===== config.mk =====
export PLATFORM = sky130hd
export DESIGN_NAME = hazard_ctrl
export DESIGN_NICKNAME = d
export VERILOG_FILES = /design/src/rtl/hazard_ctrl.sv
export SDC_FILE = /design/constraint.sdc
export NUM_CORES = 1
export LEC_CHECK = 0
export CAP_MARGIN = 5
export CORE_UTILIZATION = 35
export DETAILED_ROUTE_END_ITERATION = 10
export MAX_ROUTING_LAYER = met4
export PLACE_DENSITY = 0.74
export SYNTH_ARGS = -nofsm -noshare
export SYNTH_HDL_FRONTEND = slang
export SYNTH_SLANG_ARGS = --single-unit

===== constraint.sdc =====
create_clock -name clk -period 1.4 [get_ports clk]
set_input_delay 0.14 -clock clk [delete_from_list [all_inputs] [get_ports clk]]
set_output_delay 0.14 -clock clk [all_outputs]
set_load 0.05 [all_outputs]

===== src/rtl/hazard_ctrl.sv =====
// Pipeline hazard unit: forwarding selects, load-use/branch/HI-LO stalls,
// control-flow flushes, and the multi-cycle mult/div busy tracker.
module hazard_ctrl #(
  parameter int MULT_CYCLES = 4,
  parameter int DIV_CYCLES  = 32
) (
  input  logic       clk,
  input  logic       rst,
  input  logic [4:0] rsD,
  input  logic [4:0] rtD,
  input  logic [4:0] rsE,
  input  logic [4:0] rtE,
  input  logic [4:0] writeregE,
  input  logic [4:0] writeregM,
  input  logic [4:0] writeregW,
  input  logic       regwriteE,
  input  logic       regwriteM,
  input  logic       regwriteW,
  input  logic       memtoregE,
  input  logic       memtoregM,
  input  logic       branchD,
  input  logic       jumpD,
  input  logic       pcsrcD,
  input  logic       mfhiloD,
  input  logic       mdstartE,
  input  logic       mdopE,
  output logic       stallF,
  output logic       stallD,
  output logic       flushD,
  output logic       flushE,
  output logic       forwardAD,
  output logic       forwardBD,
  output logic [1:0] forwardAE,
  output logic [1:0] forwardBE,
  output logic       mdbusy,
  output logic       mddone,
  output logic [5:0] mdcount
);

  typedef enum logic [1:0] {IDLE, BUSY, DONE} md_state_t;
  md_state_t state;

  always_ff @(posedge clk or posedge rst) begin
    if (rst) begin
      state   <= IDLE;
      mdcount <= '0;
    end else begin
      case (state)
        IDLE, DONE: begin
          if (mdstartE) begin
            state   <= BUSY;
            mdcount <= mdopE ? 6'(DIV_CYCLES - 1) : 6'(MULT_CYCLES - 1);
          end else begin
            state <= IDLE;
          end
        end
        BUSY: begin
          // new starts are ignored until the current op finishes
          if (mdcount == 6'd0) state <= DONE;
          else                 mdcount <= mdcount - 6'd1;
        end
        default: state <= IDLE;
      endcase
    end
  end

  assign mdbusy = (state == BUSY);
  assign mddone = (state == DONE);

  logic mhit_rsE, mhit_rtE, whit_rsE, whit_rtE;
  logic lwstall, branchstall, mdstall, stall;
  logic ehit, mhit;

  assign mhit_rsE = regwriteM && (writeregM != 5'd0) && (writeregM == rsE);
  assign mhit_rtE = regwriteM && (writeregM != 5'd0) && (writeregM == rtE);
  assign whit_rsE = regwriteW && (writeregW != 5'd0) && (writeregW == rsE);
  assign whit_rtE = regwriteW && (writeregW != 5'd0) && (writeregW == rtE);

  assign lwstall = memtoregE && ((rtE == rsD) || (rtE == rtD));
  assign ehit    = regwriteE && (writeregE != 5'd0) &&
                   ((writeregE == rsD) || (writeregE == rtD));
  assign mhit    = memtoregM && (writeregM != 5'd0) &&
                   ((writeregM == rsD) || (writeregM == rtD));
  assign branchstall = branchD && (ehit || mhit);
  assign mdstall     = mfhiloD && mdbusy;
  assign stall       = lwstall || branchstall || mdstall;

  // every combinational output is held low while reset is asserted
  always_comb begin
    stallF    = 1'b0;
    stallD    = 1'b0;
    flushE    = 1'b0;
    flushD    = 1'b0;
    forwardAD = 1'b0;
    forwardBD = 1'b0;
    forwardAE = 2'b00;
    forwardBE = 2'b00;
    if (!rst) begin
      stallF    = stall;
      stallD    = stall;
      flushE    = stall;
      flushD    = (pcsrcD || jumpD) && !stall;
      forwardAD = (rsD != 5'd0) && (rsD == writeregM) && regwriteM;
      forwardBD = (rtD != 5'd0) && (rtD == writeregM) && regwriteM;
      forwardAE = mhit_rsE ? 2'b10 : (whit_rsE ? 2'b01 : 2'b00);
      forwardBE = mhit_rtE ? 2'b10 : (whit_rtE ? 2'b01 : 2'b00);
    end
  end

endmodule

==> results of run 1 <==
==> synthesized netlist by cell type, drive strengths merged, types with 5 or more instances <==
master | n | area share [%]
a21oi | 5 | 2.5
buf | 6 | 3.0
dfrtp | 8 | 17
inv | 5 | 1.6
nand2 | 8 | 2.6
nand3 | 11 | 4.7
nor2 | 6 | 1.9
nor3 | 13 | 5.6
nor4 | 8 | 5.4
or4 | 5 | 3.2
xnor2 | 22 | 17
xor2 | 29 | 22
==> cell families after synthesis <==
family	after synthesis
flops	8
xor+xnor	51
compound gates	16
simple gates	58
fa+ha+maj	2
buf+inv	12
==> stage by stage <==
stage	area [sq um]	util, %
floorplan	1290	-
global placement	2580	83.1
detailed placement	2580	83.1
CTS	2900	93.5
==> timing repair <==
action,in CTS
setup buffers,14
setup endpoints to repair,16
hold buffers,0
resized for setup,190
pin swaps,42
==> results.yml, run 1 <==
run_status:
  status: "aborted with a tool error"
  haltStage: "global routing (5_1_grt)"
  error: "[ERROR DPL-0038] Utilization greater than 100%, impossible to legalize"
global_routing:
  grt_max_degree: 12
cts:
  cts_buffer_depth: 2
  cts_made_buffers: 3
  cts_sinks: 8
  cts-root-buf: "clkbuf_4"
  htree_levels: 1
yosys:
  synthFlopType: "dfrtp_1"
  synth.distinct_cells: 31
  yosysWarnings: 0
  synth.area.mux_share_pct: 0
  ys_seq_elements: 8
  synth_compound_area_share_pct: 9.35
  synth_area_per_cell_sq_um: 7.92
  syn-num-nets: 197
  ys_seq_area_share_pct: 17.2
  synth_xor_area_share_pct: 38.4
  syn_area_sq_um: 1160
  synthAdderAreaFrac_pct: 2.15
  synth_edf_count: 0
  async_flop_share_pct: 100
  synth-simple-area-share_pct: 28.0
  synth_top_family_by_area: "XOR/XNOR gates"
  syn-instance-count: 147
timing:
  worst_endpoint: "flushD"
  worst_path_end_type: "top-level output"
floorplanning:
  initial_core_util_pct: 37.5
  dieWidth_um: 59.7
  die_h_um: 59.7
  num_io_pins: 66
  rows: 20
placed_design:
  globalplace.congestion: 0.903
  io_buffer_count: 65
  post-place-ws_ns: -0.716
  hpwl_um: 4410
  place_inst: 309
==> run 2, diff against run 1 <==
- CORE_UTILIZATION: 35 -> 32
- MAX_ROUTING_LAYER: met4 -> unset
- PLACE_DENSITY: 0.74 -> unset
- PLACE_DENSITY_LB_ADDON: unset -> 0.15
- clock period: 1.4 -> 1.8 ns (I/O delays scaled with it)
==> results.yml, run 2 <==
global_routing:
  first_global_vias: 1488
  antenna_found_initial: 0
  overflow: 0
  grt_usage_pct: 21.5
  grt_max_degree: 12
  grt_pass1_wl_um: 6760
yosys:
  synth-simple-area-share_pct: 28.0
  synth_area_per_cell_sq_um: 7.92
  synth.distinct_cells: 31
  async_flop_share_pct: 100
  synthFlopType: "dfrtp_1"
  synth_edf_count: 0
  synthTopCellsByArea: "xor2_1, dfrtp_1, xnor2_1"
  synth_compound_area_share_pct: 9.35
  synthMostInstantiatedCell: "xor2_1"
  synth_xor_area_share_pct: 38.4
  netlist.area_leader.share_pct: 21.8
  ys_seq_area_share_pct: 17.2
  synth_top_family_by_area: "XOR/XNOR gates"
  yosys-top-cells-count: "xor2_1, xnor2_1, nor3_1"
  yosysWarnings: 0
  syn-num-nets: 197
  syn_area_sq_um: 1160
  synthAdderAreaFrac_pct: 2.15
  ys_seq_elements: 8
  synth_top_area_cell: "xor2_1"
  synth.area.mux_share_pct: 0
  syn-instance-count: 147
detailed_routing:
  wl_per_cell_um: 13.9
  first_pass_iters: 4
  first_iter_violations: 87
  via_per_inst: 5.04
  drc: 0
  wl_um: 4100
  vias: 1487
  ant_nets: 0
layout:
  regMostFlops: "mdcount"
  area_growth_pct: 103
  layout.cells.most_common_list: "buf_4, xor2_1, xnor2_1, clkdlybuf4s50_1, dlygate4sd2_1"
  drive_gt1_share_pct: 39.8
  layout_commonest_cell: "buf_4"
  largestRegisters: "mdcount: 6 flops, state: 2 flops"
  num_antenna_cells: 0
  largest_register_ffs: 6
  stdcell_area_sq_um: 2360
  instances_no_fill: 295
  fin_nets: 300
floorplanning:
  die_h_um: 62.3
  initial_core_util_pct: 34.1
  dieWidth_um: 62.3
  die_area_sq_um: 3880
  rows: 21
  num_io_pins: 66
  fp.coreArea_sq_um: 3420
timing:
  worst_pin_slew_ns: 0.493
  max_freq_ghz: 0.558
  skew_ns: 0.0110
  setup_violations: 0
  final_max_slew_viol_count: 0
  max_slew_margin_pct: 67.0
  finalCritPeriodShare_pct: 99.6
  rsz0062_at_grt: "true"
  setup_tns_ns: 0
  layout_min_cycle_time_ns: 1.79
  hold_violations: 0
worst_setup_path:
  r2r_cells: 6
  end_kind: "primary output"
  path_depth: 8
  start_kind: "input pin"
  path_max_fanout: 4
  timing_worst_setup_path_type: "input pin to primary output"
  max_stage_delay_ns: 0.31
  cp_top_family: "buffers and inverters"
  crit_chain: "clkdlybuf4s15_1 -> xor2_1 -> nor3_2 -> nand3_1 -> a21oi_2 -> buf_4 -> nor4_4 -> buf_12"
  arrival_ns: 1.61
  crit_slowest_cell: "nor4_4"
  crit_required_ns: 1.62
  path_buf_inv: 3
placed_design:
  placed_area_sq_um: 2240
  place_inst: 285
  io_buffer_count: 65
  hpwl_um: 3410
  globalplace.congestion: 0.838
cts:
  cts_buffer_depth: 2
  ctsHoldBuffers: 0
  path_clk_slew_ns: 0.06
  cts_sinks: 8
  worst_skew_pair.late_latency_ns: 0.26
  cts-root-buf: "clkbuf_4"
  cts_made_buffers: 3
  cts_tree: "built"
  htree_levels: 1
min_path:
  hold_path_class: "input pin to async pin"
run_status:
  status: "completed"
power:
  p_leak_nw: 0.997
  power_density_nw_per_um2: 825
  total_power_mw: 1.95
  vdd_ir_drop_max_mv: 0.351
run:
  drv_cap: 0
run 2: cell counts after synthesis:
Identical to the previous run, type by type.
run 2: worst paths after layout:
check / start / end / slack (ns)
max in group asynchronous: rst / mdcount[0] / 1.54
worst max register to register: mdcount[0] / mdcount[2] / 0.13
worst min register to register: mdcount[0] / mdcount[0] / 0.53
worst max-delay path: rtD[4] / flushD / 0.007
min in group clk: mdcount[0] / mdcount[0] / 0.53
worst min-delay path: rst / mdcount[4] / 0.10
run 2: repair_timing:
| item | in CTS | in global routing |
|---|---|---|
| resized for setup | 67 | 22 |
| endpoints found under the setup margin | 10 | 9 |
| hold endpoints to repair | 0 | 0 |
| pin swaps | 13 | 14 |
| buffers inserted | 5 | 1 |
run 2: tightest hold or removal path, cell delays in order:
cell and delay (ns):
dlygate4sd2_1 0.27, inv_2 0.07, buf_4 0.19
run 2: report_power, final:
group,internal [mW],total (mW),switching [mW]
registers,0.269,0.386,0.118
clock network,0.0849,0.147,0.0623
logic,0.623,1.42,0.795
total,0.977,1.95,0.974
run 2: cell type report:
type / instances / area (sq um)
Fill cell: 280 / 1050
Multi-Input combinational cell: 127 / 1050
Timing Repair Buffer: 105 / 1010
Sequential cell: 8 / 203
Tap cell: 46 / 57.6
Clock buffer: 4 / 26.3
Inverter: 5 / 22.5
run 2: logic make-up (layout without fill, tap and decap cells):
| kind of cell | after synthesis | after routing |
|---|---|---|
| AND/OR/NAND/NOR | 58 | 58 |
| XOR/XNOR | 51 | 51 |
| AO/OA/AOI/OAI | 16 | 16 |
| buffers and inverters | 12 | 114 |
| flip-flops | 8 | 8 |
| adder cells (fa/ha/maj) | 2 | 2 |
run 2: per-layer routing:
metal / track usage (%) / vias up / wire length [um]
met5: 0 / - / 0
met2: 42.9 / 55 / 2290
met4: 6.10 / 0 / 40
li1: - / 722 / -
met1: 23.3 / 704 / 1570
met3: 2.76 / 6 / 189
run 2: metrics by stage:
stage                     worst slack [ns]  hold WS, ns  util, %
after CTS                          -0.0299       0.0867     67.6
after floorplan                     -0.564       0.0334        -
final                              0.00735        0.102     69.2
after detailed placement            -0.304        0.530     65.5
after global placement              -0.261        0.500     65.5
after global routing               -0.0711        0.120     69.2
(Power assumes the default switching activity.)
==> run 3, diff against run 2 <==
- SLEW_MARGIN: unset -> 10
==> results of run 3 <==
Final layout, timing and power as in run 2 (identical DEF).
==> run 4, diff against run 3 <==
- GPL_TIMING_DRIVEN: unset -> 0
- RECOVER_POWER: unset -> 100
==> results.yml, run 4 (synthesis gave the netlist of run 2 again) <==
run_status:
  status: "finished with violations"
  violations: "setup timing"
detailed_routing:
  via_per_inst: 4.94
  first_pass_iters: 4
  vias: 1315
  ant_nets: 0
  first_iter_violations: 71
  wl_um: 3570
  drc: 0
  wl_per_cell_um: 13.4
floorplanning:
  die_area_sq_um: 3880
  initial_core_util_pct: 34.1
  fp.coreArea_sq_um: 3420
  die_h_um: 62.3
  num_io_pins: 66
  rows: 21
  dieWidth_um: 62.3
cts:
  cts_buffer_depth: 2
  path_clk_slew_ns: 0.06
  cts_sinks: 8
  cts-root-buf: "clkbuf_4"
  htree_levels: 1
  ctsHoldBuffers: 0
  cts_tree: "built"
  cts_made_buffers: 3
  worst_skew_pair.late_latency_ns: 0.26
worst_setup_path:
  arrival_ns: 1.70
  cp_top_family: "flip-flops"
  timing_worst_setup_path_type: "register to primary output"
  max_stage_delay_ns: 0.41
  cpMostUsedCell: "buf_8"
  end_kind: "primary output"
  crit_required_ns: 1.62
  path_buf_inv: 3
  path_max_fanout: 3
  crit_chain: "nand2b_4 -> clkinvlp_4 -> nand2_2 -> nand3_2 -> o31a_4 -> buf_8 -> buf_8"
  start_kind: "register"
  crit_slowest_cell: "dfrtp_1"
global_routing:
  antenna_found_initial: 0
  grt_max_degree: 12
  grt_pass1_wl_um: 5810
  first_global_vias: 1267
  overflow: 0
  grt_usage_pct: 18.4
placed_design:
  placed_area_sq_um: 1890
  hpwl_um: 2980
  io_buffer_count: 60
  place_inst: 253
  globalplace.congestion: 0.852
timing:
  rsz0062_at_grt: "true"
  setup_violations: 4
  worst_slack_ns: -0.0775
  final_max_slew_viol_count: 0
  worst_pin_slew_ns: 0.578
  hold_violations: 0
  skew_ns: 0.00169
  layout_min_cycle_time_ns: 1.88
  finalCritPeriodShare_pct: 104
  max_slew_margin_pct: 61.1
  max_freq_ghz: 0.533
  setup_tns_ns: -0.187
  holdWs_ns: 0.111
layout:
  layout.cells.most_common_list: "xor2_1, xnor2_1, clkdlybuf4s50_1, dlygate4sd2_1, nand3_1"
  instances_no_fill: 266
  num_antenna_cells: 0
  largestRegisters: "mdcount: 6 flops, state: 2 flops"
  layout_commonest_cell: "xor2_1"
  stdcell_area_sq_um: 1960
  drive_gt1_share_pct: 28.2
  area_growth_pct: 68.7
  fin_nets: 271
  largest_register_ffs: 6
  regMostFlops: "mdcount"
min_path:
  hold_path_class: "input pin to async pin"
power:
  power_density_nw_per_um2: 948
  vdd_ir_drop_max_mv: 0.360
  p_leak_nw: 0.798
run:
  drv_cap: 0
run 4: per-layer routing:
layer | GRT usage [%] | routed length [um] | share of wire (%)
met4 | 4.36 | 35 | 0.98
met2 | 36.1 | 1950 | 55
met5 | 0 | 0 | 0
met1 | 21.1 | 1460 | 41
met3 | 1.47 | 119 | 3.3
run 4: worst paths after layout:
path	cells past startpoint	endpoint	from	slack, ns
worst max-delay path	7	stallD	state[0]	-0.08
worst min-delay path	3	state[0]	rst	0.11
worst max register to register	5	mdcount[4]	mdcount[2]	-0.01
worst min register to register	1	mdcount[0]	mdcount[0]	0.51
max in group asynchronous	3	mdcount[0]	rst	1.53
min in group clk	1	mdcount[0]	mdcount[0]	0.51
run 4: final cells by class:
cell class | instances | area [sq um]
Tap cell | 46 | 57.6
Fill cell | 327 | 1450
Timing Repair Buffer | 69 | 604
Buffer | 7 | 50.0
Clock buffer | 4 | 26.3
Multi-Input combinational cell | 127 | 996
Inverter | 5 | 26.3
Sequential cell | 8 | 203
run 4: worst reg2reg max path, cell delays in order (launching register included):
cell     delay, ns
dfrtp_1       0.44
nor4_1        0.56
a21oi_4       0.18
or2_4         0.30
a31oi_1       0.18
a21o_1        0.10
run 4: what timing repair did:
| item | CTS | global route |
|---|---|---|
| resized for setup | 102 | 32 |
| endpoints found under the setup margin | 11 | 11 |
| pin swaps | 9 | 13 |
| setup buffers | 3 | 6 |
| gates cloned | 0 | 0 |
| hold endpoints to repair | 0 | 0 |
run 4: power by group:
| part | switching [mW] | internal, mW | leakage, nW | total, mW |
|---|---|---|---|---|
| Combinational | 0.770 | 0.568 | 0.689 | 1.34 |
| Clock | 0.0678 | 0.0853 | 0.0150 | 0.153 |
| Sequential | 0.100 | 0.269 | 0.0949 | 0.369 |
| Total | 0.939 | 0.922 | 0.798 | 1.86 |
run 4: through the flow:
stage / total power [mW] / setup slack, ns / util [%]
after detailed placement: 1.62 / -1.18 / 55.3
final: 1.86 / -0.0775 / 57.5
after floorplan: 1.20 / -0.564 / -
after global routing: 1.99 / -0.126 / 57.5
after global placement: 1.60 / -1.19 / 55.3
after CTS: 1.77 / -0.0978 / 56.3
